<file path="src/rtl/serial_frame_rx_pkg.sv">
// Shared types and constants for the serial frame receiver.
// Parity polarity lives here so the receiver and any sibling stage agree.
package serial_frame_pkg;

  typedef enum logic [1:0] {
    IDLE = 2'd0,
    DATA = 2'd1,
    PAR  = 2'd2
  } state_e;

  localparam int DATA_BITS_DEF = 3;
  localparam int ERRCNT_W_DEF  = 8;
  localparam bit PAR_EVEN      = 1'b1;

  // 1 = parity mismatch; for odd parity the sense inverts.
  function automatic logic parity_err(input logic data_xor, input logic par_bit);
    return data_xor ^ par_bit ^ ~PAR_EVEN;
  endfunction

endpackage

</file>
<file path="src/rtl/serial_frame_rx_if.sv">
// Serial input stream plus the valid/ready output buffer of the frame receiver.
// master = producer/consumer side, slave = the receiver.
interface serial_frame_rx_if
  import serial_frame_pkg::*;
#(
  parameter int DATA_BITS = DATA_BITS_DEF
);
  logic                 din;
  logic                 din_vld;
  logic                 sof;
  logic [DATA_BITS-1:0] out_word;
  logic                 out_perr;
  logic                 out_vld;
  logic                 out_rdy;

  modport master (
    output din, din_vld, sof, out_rdy,
    input  out_word, out_perr, out_vld
  );

  modport slave (
    input  din, din_vld, sof, out_rdy,
    output out_word, out_perr, out_vld
  );
endinterface

</file>
<file path="src/rtl/serial_frame_rx_shift_acc.sv">
// LSB-first deserializer with running XOR of the bits shifted in.
// clr together with shift_en starts a fresh frame with bit_in as bit 0.
module frame_shift_acc
  import serial_frame_pkg::*;
#(
  parameter int DATA_BITS = DATA_BITS_DEF
) (
  input  logic                 clk,
  input  logic                 rst,
  input  logic                 clr,
  input  logic                 shift_en,
  input  logic                 bit_in,
  output logic [DATA_BITS-1:0] sr,
  output logic                 acc
);

  logic [DATA_BITS-1:0] sr_base;
  logic [DATA_BITS-1:0] sr_shift;
  logic                 acc_base;

  assign sr_base  = clr ? '0 : sr;
  assign acc_base = clr ? 1'b0 : acc;

  // Right shift: after DATA_BITS shifts the first bit lands in bit 0.
  generate
    if (DATA_BITS == 1) begin : g_one
      assign sr_shift = bit_in;
    end else begin : g_many
      assign sr_shift = {bit_in, sr_base[DATA_BITS-1:1]};
    end
  endgenerate

  always_ff @(posedge clk or posedge rst) begin
    if (rst) begin
      sr  <= '0;
      acc <= 1'b0;
    end else if (clr || shift_en) begin
      sr  <= shift_en ? sr_shift : sr_base;
      acc <= acc_base ^ (shift_en & bit_in);
    end
  end

endmodule

</file>
<file path="src/rtl/serial_frame_rx.sv">
// Serial frame receiver: DATA_BITS data bits + parity -> word/perr via a 1-entry buffer.
// Define SERIAL_FRAME_RX_ERRCNT_EN to build the saturating parity-error counter.
module serial_frame_rx
  import serial_frame_pkg::*;
#(
  parameter int DATA_BITS = DATA_BITS_DEF,
  parameter int ERRCNT_W  = ERRCNT_W_DEF
) (
  input  logic                clk,
  input  logic                rst,
  serial_frame_rx_if.slave    bus,
  output logic                frm_abort,
  output logic                ovf,
  output logic [ERRCNT_W-1:0] err_cnt
);

  localparam int             CNT_W    = $clog2(DATA_BITS + 1);
  localparam logic [CNT_W-1:0] CNT_LAST = CNT_W'(DATA_BITS);

  state_e               state_q, state_d;
  logic [CNT_W-1:0]     cnt_q, cnt_d, cnt_inc;
  logic                 clr, shift_en, abort_d, complete;
  logic [DATA_BITS-1:0] sr;
  logic                 acc;
  logic                 perr_new, load, drop;
  logic [DATA_BITS-1:0] word_q;
  logic                 perr_q, vld_q;

  frame_shift_acc #(.DATA_BITS(DATA_BITS)) u_shift (
    .clk      (clk),
    .rst      (rst),
    .clr      (clr),
    .shift_en (shift_en),
    .bit_in   (bus.din),
    .sr       (sr),
    .acc      (acc)
  );

  assign cnt_inc = cnt_q + 1'b1;

  always_ff @(posedge clk or posedge rst) begin
    if (rst) begin
      state_q <= IDLE;
      cnt_q   <= '0;
    end else begin
      state_q <= state_d;
      cnt_q   <= cnt_d;
    end
  end

  // sof restarts from any state; outside IDLE it also aborts the partial frame.
  always_comb begin
    state_d  = state_q;
    cnt_d    = cnt_q;
    clr      = 1'b0;
    shift_en = 1'b0;
    abort_d  = 1'b0;
    complete = 1'b0;
    if (bus.din_vld) begin
      if (bus.sof) begin
        clr      = 1'b1;
        shift_en = 1'b1;
        cnt_d    = CNT_W'(1);
        state_d  = (DATA_BITS == 1) ? PAR : DATA;
        abort_d  = (state_q != IDLE);
      end else begin
        case (state_q)
          DATA: begin
            shift_en = 1'b1;
            cnt_d    = cnt_inc;
            if (cnt_inc == CNT_LAST) state_d = PAR;
          end
          PAR: begin
            complete = 1'b1;
            cnt_d    = '0;
            state_d  = IDLE;
          end
          default: ;
        endcase
      end
    end
  end

  assign perr_new = parity_err(acc, bus.din);
  assign load     = complete & (~vld_q | bus.out_rdy);
  assign drop     = complete & vld_q & ~bus.out_rdy;

  always_ff @(posedge clk or posedge rst) begin
    if (rst) begin
      word_q    <= '0;
      perr_q    <= 1'b0;
      vld_q     <= 1'b0;
      frm_abort <= 1'b0;
      ovf       <= 1'b0;
    end else begin
      frm_abort <= abort_d;
      if (drop) ovf <= 1'b1;
      if (load) begin
        word_q <= sr;
        perr_q <= perr_new;
        vld_q  <= 1'b1;
      end else if (vld_q && bus.out_rdy) begin
        vld_q  <= 1'b0;
      end
    end
  end

  assign bus.out_word = word_q;
  assign bus.out_perr = perr_q;
  assign bus.out_vld  = vld_q;

`ifdef SERIAL_FRAME_RX_ERRCNT_EN
  logic [ERRCNT_W-1:0] err_q;

  // Only frames that enter the buffer are counted; dropped ones are not.
  always_ff @(posedge clk or posedge rst) begin
    if (rst)                             err_q <= '0;
    else if (load && perr_new && !(&err_q)) err_q <= err_q + 1'b1;
  end

  assign err_cnt = err_q;
`else
  assign err_cnt = '0;
`endif

endmodule

</file>
<file path="src/flat_wrapper.sv">
// flat-port wrapper written by rule: the top's interface ports become plain ports
module serial_frame_rx_flat import serial_frame_pkg::*;
#(
  parameter int DATA_BITS = DATA_BITS_DEF,
  parameter int ERRCNT_W  = ERRCNT_W_DEF
)
  (clk, rst, frm_abort, ovf, err_cnt, bus_din, bus_din_vld, bus_sof, bus_out_rdy, bus_out_word, bus_out_perr, bus_out_vld);
  serial_frame_rx_if #(.DATA_BITS(DATA_BITS)) bus_i ();
  input  logic clk;
  input  logic rst;
  output logic frm_abort;
  output logic ovf;
  output logic [ERRCNT_W-1:0] err_cnt;
  input wire logic [$bits(bus_i.din)-1:0] bus_din;
  input wire logic [$bits(bus_i.din_vld)-1:0] bus_din_vld;
  input wire logic [$bits(bus_i.sof)-1:0] bus_sof;
  input wire logic [$bits(bus_i.out_rdy)-1:0] bus_out_rdy;
  output wire logic [$bits(bus_i.out_word)-1:0] bus_out_word;
  output wire logic [$bits(bus_i.out_perr)-1:0] bus_out_perr;
  output wire logic [$bits(bus_i.out_vld)-1:0] bus_out_vld;
  assign bus_i.din = bus_din;
  assign bus_i.din_vld = bus_din_vld;
  assign bus_i.sof = bus_sof;
  assign bus_i.out_rdy = bus_out_rdy;
  assign bus_out_word = bus_i.out_word;
  assign bus_out_perr = bus_i.out_perr;
  assign bus_out_vld = bus_i.out_vld;
  serial_frame_rx #(.DATA_BITS(DATA_BITS), .ERRCNT_W(ERRCNT_W)) u_core (.clk(clk), .rst(rst), .bus(bus_i), .frm_abort(frm_abort), .ovf(ovf), .err_cnt(err_cnt));
endmodule
</file>
<file path="config.mk">
export PLATFORM = sky130hd
export DESIGN_NAME = serial_frame_rx_flat
export DESIGN_NICKNAME = d
export VERILOG_FILES = /design/src/rtl/serial_frame_rx_pkg.sv /design/src/rtl/serial_frame_rx_if.sv /design/src/rtl/serial_frame_rx_shift_acc.sv /design/src/rtl/serial_frame_rx.sv /design/src/flat_wrapper.sv
export SDC_FILE = /design/constraint.sdc
export NUM_CORES = 1
export LEC_CHECK = 0
export CAP_MARGIN = 20
export CORE_UTILIZATION = 31
export CTS_BUF_LIST = sky130_fd_sc_hd__clkbuf_4 sky130_fd_sc_hd__clkbuf_8 sky130_fd_sc_hd__clkbuf_16
export CTS_CLUSTER_DIAMETER = 150
export DETAILED_ROUTE_END_ITERATION = 16
export MAX_ROUTING_LAYER = met4
export PLACE_DENSITY = 0.67
export REMOVE_ABC_BUFFERS = 1
export SLEW_MARGIN = 5
export SYNTH_ARGS = -nofsm -noshare
export SYNTH_HDL_FRONTEND = slang
export SYNTH_HIERARCHICAL = 1
export SYNTH_SLANG_ARGS = --single-unit
</file>
<file path="constraint.sdc">
create_clock -name clk -period 1.16 [get_ports clk]
set_input_delay 0.174 -clock clk [delete_from_list [all_inputs] [get_ports clk]]
set_output_delay 0.174 -clock clk [all_outputs]
set_load 0.02 [all_outputs]
</file>
After elaboration in Yosys (flattened, before gate mapping):

Cells that the tools add are included.

* flip-flop bits (word level): 15
* output and inout bits: 15
* bits in latches: 0
* ROM bits: 0
* RAM bits: 0
* input bits: 6
* memories kept: 0

* eq/ne operators: 4
* multiplexer cells: 20
* divide/modulo/power cells: 0
* bitwise gates (word level): 9
* $lt $le $gt $ge: 0
* reductions and logical operators: 9
* shifts and indexed selects: 0
* $add $sub $neg: 1
* $mul: 0

Operators with widths (number)
* 2-to-1 mux 1 bit: 13
* case mux 2 bit (2 select lines): 2
* 2-to-1 mux 2 bit: 3
* 2-to-1 mux 3 bit: 2
* nonzero test 2 bit: 3
* bitwise AND 1 bit: 4
* == test 2 bit, second input constant: 2
* AND reduction 2 bit: 2
* inequality test 3 x 2 -> 1 bit, second input constant: 1
* AND reduction 3 bit: 1
* nonzero test 3 bit: 1
* adder 2 x 1 -> 2 bit, second input constant: 1
* == test 2 x 1 -> 1 bit, second input constant: 1
* NOT 1 bit: 2
* bitwise XOR 1 bit: 2
* logical AND 1 bit: 1
* logical OR 1 bit: 1
* bitwise OR 1 bit: 1

Depth between registers and ports, before layout:

* depth after elaboration: 6
* mapped depth: 5
* mapped depth without buffers: 5

Cells and area by module:

The synthesis kept the hierarchy.

By module, submodules not included
* serial_frame_rx: times used 1, sequential area each 275.3 um^2, cells each 58, area each 623.1 um^2
* frame_shift_acc: times used 1, sequential area each 100.1 um^2, cells each 14, area each 161.4 um^2

Worst setup path before layout:

Ideal clock, no wire load.

* kind: register to register
* from: reg u_core.state_q[0]
* to: reg u_core.perr_q (netlist: u_core/bus.out_perr)
* slack: -0.112 ns
* path buffers: 1
* arrival: 1.147 ns
* stages on the path, launching flop included: 5
* required time: 1.035 ns
* path through: dfrtp_1 buf_6 and4bb_4 nand2_4 mux2_4

* cells in the longest elaborated chain, start to end: 5

RTL lines
* start: declaration: RTL line serial_frame_rx.sv:20 `state_e state_q, state_d;`
* start signal: assignment: RTL line serial_frame_rx.sv:46 `state_q <= state_d;`
* == test 2 bit: RTL line serial_frame_rx.sv:67 `case (state_q)`
* 2-to-1 mux 1 bit: RTL line serial_frame_rx.sv:67
* 2-to-1 mux 1 bit: RTL line serial_frame_rx.sv:60 `if (bus.sof) begin`
* 2-to-1 mux 1 bit: RTL line serial_frame_rx.sv:59 `if (bus.din_vld) begin`
* bitwise AND 1 bit: RTL line serial_frame_rx.sv:85 `assign load = complete & (~vld_q | bus.out_rdy);`
* end signal: assignment: RTL line serial_frame_rx.sv:100 `perr_q <= perr_new;`
* end: declaration: RTL line serial_frame_rx.sv:27 `logic perr_q, vld_q;`

No other way between the ends.
A chain may end at the register's enable or synchronous reset.

Final worst setup path:

* from: reg u_core.state_q[0]
* to: reg u_core.word_q[2] (netlist: u_core/bus.out_word[2])

* cells in the longest elaborated chain, start to end: 5

RTL lines
* == test 2 bit: RTL line serial_frame_rx.sv:67
* 2-to-1 mux 1 bit: RTL line serial_frame_rx.sv:67
* 2-to-1 mux 1 bit: RTL line serial_frame_rx.sv:60
* 2-to-1 mux 1 bit: RTL line serial_frame_rx.sv:59
* bitwise AND 1 bit: RTL line serial_frame_rx.sv:85
* end signal: assignment: RTL line serial_frame_rx.sv:99 `word_q <= sr;`
* end: declaration: RTL line serial_frame_rx.sv:26 `logic [DATA_BITS-1:0] word_q;`

No other way between the ends.

==> impl_metrics.toml <==
[status]
run_status = "finished with violations"
violations = "setup timing"

[clock_tree]
ctsHtreeMaxLevel = 1
clock_path_buffers = 2
clk_pin_slew_ps = 90
clock_sinks = 15
numCtsBuffers = 3
clk_latency_ps = 280
cts_tree = "built"
root_buffer = "clkbuf_4"

[sta]
tns_ps = -289
max_freq_ghz = 0.807
setup_ws_ps = -79.2
fin_crit_ps = 1240
whs_ps = 90.1
fin_worst_skew_ps = 1.78
fin_crit_sh = 1.07
maxSlewViolCount = 0
rsz0062_at_grt = "true"
finalSetupViolCount = 4
hold_viol = 0

[worst_setup_path]
cp_num_buf_inv = 0
critPathKind = "flop to flop"
cp_cell_sequence = "and4bb_4 -> nand2_4 -> mux2_4"
crit_path_max_fanout = 4
cp_slowest_cell = "dfrtp_1"
slowest_delay_ps = 410
crit_family = "simple AND/OR/NAND/NOR gates"
critPathArrivalTime_ps = 1410
worstSetupStartpointType = "flop"
cp-end-kind = "flop"
critPathRequiredTime_ps = 1330

[logic_synthesis]
netlist_top_cells_area = "dfrtp_1 (48%), buf_4 (7.7%), mux2_4 (7.7%)"
synthFlopType = "dfrtp_1"
synth_xor_area_frac = 0.0335
ys_types = 27
synth_top_family_by_area = "buffers and inverters"
synth_simple_gate_area_frac = 0.128
synthTopCellsByCount = "dfrtp_1 (15), buf_4 (8), inv_1 (7), nand2_1 (5)"
syn_inst = 72
synth_top_area_frac = 0.478
yosysMostFrequentCell = "dfrtp_1"
synthMuxAreaShare = 0.116
syn_avg_cell_area_um2 = 10.9
synth_area_um2 = 785
ys_ff_latch = 15
ys_seq_area_frac = 0.478
synth_compound_area_frac = 0.0861
yosys.area_share.adder = 0.0159
synth_edf_count = 0
synth_largest_area_cell = "dfrtp_1"
yosysWarnings = 6
async_flop_share = 1.00

[cells_and_area]
area_growth_pct = 22.6
fin_area_um2 = 962
fillers = 235
multiInputGateArea_um2 = 339
fin_util = 0.419
antennaDiodeCount = 0
drive_above_1_share = 0.315
fin_nets = 100
layout.cells.non_filler = 120
seqCellArea_um2 = 375

[pwr]
power_mw = 1.76
p_per_area_nw_per_um2 = 1830
peakVddDrop_uv = 821
p_leak_nw = 0.509

[route]
drtAntennaViolNets = 0
vias = 527
drc_errors = 0
viasPerCell = 4.39
routed_wl_um = 1450
wl_per_cell_um = 12.1
drt-pass1-iter-count = 3
drt_iter0_markers = 1

[place]
gp_congestion = 0.787
dp_hpwl_um = 1100
pre_cts_ws_ps = -308
place_inst = 115
portBuffers = 12
placedInstanceArea_um2 = 937

[min_path]
min_path_type = "input pin to asynchronous set/reset pin"

[floorplanning]
num_io_pins = 21
die_h_um = 52.3
rows = 17
die_x_um = 52.3
start_util = 0.342
dieArea_um2 = 2740
core_area_um2 = 2300

[global_routing]
track_usage = 0.132
overflow = 0
grt_pass1_vias = 560
antenna_found_initial = 0
grt_max_degree = 12
grt_pass1_wl_um = 2540

[run]
max_cap_viol_count = 0
-- registers in the layout, indices dropped and copies added, names as in the netlist --
signal	flops
u_core/state_q	2
u_core/cnt_q	2
u_core/frm_abort	1
u_core/bus.out_word	3
u_core/u_shift/acc	1
u_core/bus.out_perr	1
u_core/ovf	1
u_core/u_shift/sr	3
u_core/bus.out_vld	1
-- timing repair --
action | CTS | global route
buffers inserted | 1 | 0
hold buffers | 0 | 0
endpoints found under the setup margin | 13 | 16
pin swaps | 0 | 3
endpoints found under the hold margin | 0 | 0
resized for setup | 16 | 10
cloned | 0 | 0
-- layout by cell type, fill, tap and decap left out, drive strengths merged, types with 3 or more instances in the layout --
| cell | count |
|---|---|
| buf | 9 |
| clkbuf | 8 |
| clkdlybuf4s50 | 5 |
| conb | 8 |
| dfrtp | 15 |
| inv | 7 |
| mux2 | 5 |
| nand2 | 6 |
| nand2b | 3 |
| nor2 | 4 |
-- area by class of cell --
cell class	count	area share
Timing Repair Buffer	20	0.163
Sequential cell	15	0.390
Tap cell	28	0.0364
Inverter	7	0.0273
Clock buffer	4	0.0312
Multi-Input combinational cell	46	0.352
-- power by group --
group	internal (mW)	switching, mW
logic	0.338	0.328
clock network	0.157	0.169
registers	0.666	0.0993
-- routing by layer --
| layer | share of wire | GRT usage | wire length [um] |
|---|---|---|---|
| met1 | 0.46 | 0.158 | 670 |
| met2 | 0.48 | 0.209 | 690 |
| met3 | 0.051 | 0.0290 | 74 |
| met4 | 0.0083 | 0.0658 | 12 |
| met5 | 0 | - | 0 |
-- worst register-to-register path, delay by kind of cell, from the launching register on --
family / cells / cell delay [ps]
mux: 1 / 300
simple gates: 2 / 420
flops: 1 / 410
-- final timing paths --
kind	from	endpoint	slack, ps	cells past startpoint
setup / recovery	u_core/state_q[0]$_DFFE_PP0P_	u_core/bus.out_word[2]$_DFFE_PP0P_	-80	3
hold / removal	rst	u_core/u_shift/sr[2]$_DFFE_PP0P_	90	2
setup reg to reg	u_core/state_q[0]$_DFFE_PP0P_	u_core/bus.out_word[2]$_DFFE_PP0P_	-80	3
hold reg to reg	u_core/ovf$_DFFE_PP0P_	u_core/ovf$_DFFE_PP0P_	490	1
max in group asynchronous	rst	u_core/bus.out_vld$_DFFE_PP0P_	650	2
min in group clk	u_core/ovf$_DFFE_PP0P_	u_core/ovf$_DFFE_PP0P_	490	1
-- logic make-up (layout without fill, tap and decap cells) --
group | after synthesis | in the layout
xor gates and xnor gates | 3 | 3
DFF | 15 | 15
AOI/OAI and AO/OA | 10 | 10
buffers and inverters | 18 | 31
other | 1 | 8
and+or+nand+nor | 17 | 17
muxes | 7 | 7
adders and majority gates | 1 | 1
Power figures use the tool's default switching activity.
